$ cat src/rtl/ebus_arb_pkg.sv
// Shared ebox definitions: EBUS width, requester indices and arbiter state encoding.
package ebus_arb_pkg;

    localparam int EBUS_W = 36;
    localparam int DRV_W  = 2;

    localparam int EDP = 0;
    localparam int IR  = 1;
    localparam int SCD = 2;
    localparam int APR = 3;

    typedef enum logic [1:0] {
        ST_IDLE    = 2'd0,
        ST_GRANT   = 2'd1,
        ST_XFER    = 2'd2,
        ST_RELEASE = 2'd3
    } ebus_state_t;

endpackage

$ cat src/rtl/ebus_arb_rr_pick.sv
// Round-robin picker: searches from (last+1) mod NREQ upward and returns the first set request.
// Purely combinational; win is all zeros when no request is set.
module rr_pick #(
    parameter int NREQ = 4,
    parameter int IW   = 2
) (
    input  logic [NREQ-1:0] req,
    input  logic [IW-1:0]   last,
    output logic [NREQ-1:0] win,
    output logic [IW-1:0]   idx
);

    // Scan farthest-first so the nearest candidate after 'last' overrides.
    always_comb begin
        win = '0;
        idx = '0;
        for (int k = NREQ; k >= 1; k--) begin
            if (req[(int'(last) + k) % NREQ]) begin
                win                            = '0;
                win[(int'(last) + k) % NREQ]   = 1'b1;
                idx                            = IW'((int'(last) + k) % NREQ);
            end
        end
    end

endmodule

$ cat src/rtl/ebus_arb.sv
// EBUS arbiter: round-robin grant, drive/timeout tracking, one dead RELEASE cycle per tenure.
// Grant is registered one cycle after req; ebusTimeout/ebusConflict are registered one-cycle pulses.
module ebus_arb
    import ebus_arb_pkg::*;
#(
    parameter int NREQ = 4,
    parameter int TMO  = 15
) (
    input  logic                     clk,
    input  logic                     reset,
    input  logic [NREQ-1:0]          req,
    input  logic [NREQ-1:0]          drivingEBUS,
    input  logic [NREQ*EBUS_W-1:0]   ebusIn,
    output logic [NREQ-1:0]          grant,
    output logic [0:EBUS_W-1]        EBUS,
    output logic [DRV_W-1:0]         ebusDriver,
    output logic                     ebusBusy,
    output logic                     ebusTimeout,
    output logic                     ebusConflict
);

    localparam int CW = $clog2(TMO + 1);

    ebus_state_t       state, state_nxt;
    logic [NREQ-1:0]   grant_nxt;
    logic [DRV_W-1:0]  driver_nxt;
    logic [DRV_W-1:0]  last, last_nxt;
    logic [CW-1:0]     cnt, cnt_nxt;
    logic              tmo_nxt;
    logic              conflict_nxt;
    logic              drv_sel;
    logic [NREQ-1:0]   pick_win;
    logic [DRV_W-1:0]  pick_idx;

    rr_pick #(
        .NREQ (NREQ),
        .IW   (DRV_W)
    ) u_pick (
        .req  (req),
        .last (last),
        .win  (pick_win),
        .idx  (pick_idx)
    );

    assign drv_sel      = drivingEBUS[ebusDriver];
    assign ebusBusy     = (state != ST_IDLE);
    assign conflict_nxt = |(drivingEBUS & ~grant);

    // Bus is only ever the owner's word while it is both granted and driving; zero otherwise.
    always_comb begin
        EBUS = '0;
        if (grant[ebusDriver] && drv_sel) begin
            EBUS = ebusIn[int'(ebusDriver)*EBUS_W +: EBUS_W];
        end
    end

    always_comb begin
        state_nxt  = state;
        grant_nxt  = grant;
        driver_nxt = ebusDriver;
        last_nxt   = last;
        cnt_nxt    = cnt;
        tmo_nxt    = 1'b0;
        case (state)
            ST_IDLE: begin
                if (|req) begin
                    state_nxt  = ST_GRANT;
                    grant_nxt  = pick_win;
                    driver_nxt = pick_idx;
                    last_nxt   = pick_idx;
                    cnt_nxt    = '0;
                end
            end
            ST_GRANT: begin
                // A dropped req does not end the tenure; only a drive or the timeout does.
                if (drv_sel) begin
                    state_nxt = ST_XFER;
                end else if (cnt == CW'(TMO - 1)) begin
                    tmo_nxt   = 1'b1;
                    grant_nxt = '0;
                    state_nxt = ST_RELEASE;
                end else if (cnt != CW'(TMO)) begin
                    cnt_nxt = cnt + 1'b1;
                end
            end
            ST_XFER: begin
                if (!drv_sel) begin
                    grant_nxt = '0;
                    state_nxt = ST_RELEASE;
                end
            end
            ST_RELEASE: begin
                grant_nxt = '0;
                state_nxt = ST_IDLE;
            end
            default: begin
                grant_nxt = '0;
                state_nxt = ST_IDLE;
            end
        endcase
    end

    always_ff @(posedge clk) begin
        if (reset) begin
            state        <= ST_IDLE;
            grant        <= '0;
            ebusDriver   <= '0;
            last         <= DRV_W'(NREQ - 1);
            cnt          <= '0;
            ebusTimeout  <= 1'b0;
            ebusConflict <= 1'b0;
        end else begin
            state        <= state_nxt;
            grant        <= grant_nxt;
            ebusDriver   <= driver_nxt;
            last         <= last_nxt;
            cnt          <= cnt_nxt;
            ebusTimeout  <= tmo_nxt;
            ebusConflict <= conflict_nxt;
        end
    end

endmodule

$ cat config.mk
export PLATFORM = sky130hd
export DESIGN_NAME = ebus_arb
export DESIGN_NICKNAME = d
export VERILOG_FILES = /design/src/rtl/ebus_arb_pkg.sv /design/src/rtl/ebus_arb_rr_pick.sv /design/src/rtl/ebus_arb.sv
export SDC_FILE = /design/constraint.sdc
export NUM_CORES = 1
export LEC_CHECK = 0
export CORE_AREA = 8 8 103 82
export CTS_CLUSTER_DIAMETER = 150
export DETAILED_ROUTE_END_ITERATION = 6
export DIE_AREA = 0 0 111 90
export PLACE_DENSITY = 0.95
export SKIP_CTS_REPAIR_TIMING = 1
export SLEW_MARGIN = 5
export SYNTH_ARGS = -nofsm -noshare
export SYNTH_HDL_FRONTEND = slang
export SYNTH_SLANG_ARGS = --single-unit
$ cat constraint.sdc
create_clock -name clk -period 5.8 [get_ports clk]
set_input_delay 1.16 -clock clk [delete_from_list [all_inputs] [get_ports clk]]
set_output_delay 1.16 -clock clk [all_outputs]
set_load 0.005 [all_outputs]
==> summary.md <==
| Metric | Value |
|---|---|
| Largest net degree at the start of global routing | `43` |
| Leak | `~1.7 nW` |
| CP Data Arrival Time | `3190 ps` |
| Sum of negative setup slack | `0 ps` |
| First-pass GRT wire length | `roughly 17000 um` |
| Place WS | `1450 ps` |
| Total track usage | `21.8%` |
| Clk slew on worst S/H paths | `60 ps` |
| #FFs+latches synth | `16` |
| Synth Area in Adders | `7.03%` |
| Max Cap Viol | `0` |
| Synth Instances | `218` |
| Worst slew margin | `a little under two fifths` |
| Post-synth net total | `385` |
| Total vias in the final route | `2695` |
| Port buffer count | `around 200` |
| FFs w/ async S/R, synth | `0%` |
| R2R Setup Slk | `roughly 3000 ps` |
| Maximum operating frequency | `0.230 GHz` |
| Mux cell area share after synthesis | `40.8%` |
| Initial DRT Pass Iterations | `4` |
| Status | `complete, no violations` |
| Routed len/inst | `23.8 um` |
| Post-synth EDFFs | `0` |
| CP max FO | `42` |
| Syn_area_per_cell | `approximately 11 um^2` |
| Most numerous cell in the Yosys netlist | `mux4_2` |
| CP required | `4640 ps` |
| Proportion of netlist area held by the largest area contributor | `between 30% and 40%` |
| Max Slew Vio Count | `0` |
| Post-route ant nets | `0` |
| Path type of the worst setup path | `in -> out` |
| # DRC | `0` |
| # IOs | `199` |
| H-tree depth | `1` |
| RSZ-0062 raised after global routing | `no` |
| Layout cells sized above 1 | `13.0%` |
| Ys Warns | `0` |
| Yosys top cell by area | `mux4_2` |
| FP Rows | `27` |
| Initial antenna violation count | `1` |
| Clock buffer depth | `2` |
| Final Hold Vio Count | `0` |
| Post-Synth Simple-Gate Area | `roughly 18%` |
| Clock sink count | `16` |
| Worst setup SP type | `input pin` |
| DR iter-0 viols | `between 150 and 200` |
| Main combinational cell family by area after synthesis | `multiplexers` |
| Power per Cell Area | `326 nW/um^2` |
| Mapped Area | `between 2000 and 2500 um^2` |
| Initial Util | `approximately a third` |
| Final Setup Violations | `0` |
| Top post-synthesis cells by area | `mux4_2 (40%), dfxtp_1 (14%), and3_1 (9.7%)` |
| RD Place Congestion | `0.936` |
| Final Cycle Share | `75.0%` |
| Tmin final | `4350 ps` |
| CTS tree | `built` |
| Nets | `between 500 and 600` |
| Clock latency at the later pin of the worst-skew pair | `250 ps` |
| DRT Wirelength | `roughly 12000 um` |
| Synth Area in Compound Gates | `13.9%` |
| Synth Area in XOR/XNOR | `0.758%` |
| Post-Route Utilization | `63.4%` |
| Overall power | `1.43 mW` |
| Yosys cell types | `40` |
| VDD IR max | `between 0.2 and 0.25 mV` |
| Commonest cells in the netlist | `mux4_2 (41), and3_1 (36), dfxtp_1 (16), clkbuf_1 (14)` |
| Synth-to-Final Area Change | `89.8%` |
| Num CTS Buffers | `3` |
| Max Clock Skew | `4.39 ps` |
| Slew @ Worst Pin | `931 ps` |
| Root Buffer | `clkbuf_8` |
| Grt ovf | `0` |
| Vias per cell | `5.51` |
| HP Class | `reg -> reg` |
| Die Y-Extent | `90 um` |
| Number of global-route vias before repair | `2796` |
| Dpl hpwl | `between 9000 and 10000 um` |
| Chip width | `111 um` |
| Die area | `9990 um^2` |
| PnR worst setup slack | `1450 ps` |
| Commonest register cell after synthesis | `dfxtp_1` |
| Crit. End Element | `output port` |
| Seq/Total Area, Yosys | `13.9%` |
| Core ar. | `6930 um^2` |
==> kinds of logic (layout without fill, tap and decap cells) <==
group                      count (synthesis)  after routing
DFF                                       16             16
AOI/OAI and AO/OA                         40             40
xor gates and xnor gates                   2              2
muxes                                     43             43
and+or+nand+nor                           70             70
adders and majority gates                 13             13
buffers and inverters                     34            217
other                                      0              1
==> registers in the layout, indices dropped and copies added (netlist names) <==
name and count:
state 2, ebusConflict 1, grant 4, last 2, cnt 4, ebusDriver 2, ebusTimeout 1
==> report_power, final <==
part | total (mW) | internal, mW | switching (mW) | leakage, nW
combinational | 1.10 | 0.636 | 0.462 | 1.56
clock | 0.0977 | 0.0602 | 0.0376 | 0.0288
sequential | 0.234 | 0.147 | 0.0869 | 0.132
==> critical path: stages <==
cell,delay [ps]
clkdlybuf4s50_1,490
mux4_2,680
and3_1,300
clkdlybuf4s50_1,540
==> through the flow <==
| stage | hold slack, ps | cells | area, um^2 |
|---|---|---|---|
| detailed placement | 503 | 484 | 4330 |
| global placement | 491 | 484 | 4330 |
| floorplan | 471 | 218 | 2310 |
| finish | 515 | 489 | 4390 |
| global route | 534 | 489 | 4390 |
| CTS | 514 | 488 | 4390 |
==> path summary, 6_finish.rpt <==
| kind | to | start | cells after the start |
|---|---|---|---|
| worst max register to register | grant[0] | last[0] | 6 |
| worst min register to register | state[0] | state[0] | 2 |
| worst min-delay path | state[0] | state[0] | 2 |
| worst max-delay path | EBUS[19] | drivingEBUS[2] | 4 |
==> cell usage in the layout, fill, tap and decap left out, types with 3 or more instances in the layout <==
cell type / count
nand2b_1: 6
inv_1: 13
clkdlybuf4s50_1: 198
and3_1: 36
mux4_2: 41
nor2_1: 9
a221o_1: 5
ha_1: 13
o21ai_0: 4
nand2_1: 5
nor4_1: 3
a221oi_1: 3
a21oi_1: 6
clkbuf_8: 4
a21o_1: 5
dfxtp_1: 15
a32o_1: 4
==> layout make-up <==
cell class / count / area [um^2]
timing repair buffer: 200 / 2000
antenna: 1 / 2.50
inverter: 13 / 48.8
sequential: 16 / 322
multi-input combinational: 168 / 1860
tap: 87 / 109
clock buffer: 4 / 55.1
fill: 570 / 2540
==> metal layers <==
metal / up-vias / wire [um] / global-route usage [%]
li1: 1249 / - / -
met1: 1315 / 4480 / 25.2
met2: 117 / 6150 / 40.4
met3: 14 / 800 / 4.58
met4: 0 / 218 / 4.38
met5: - / 0 / 0
No activity file was read; power rests on OpenSTA's default activity.
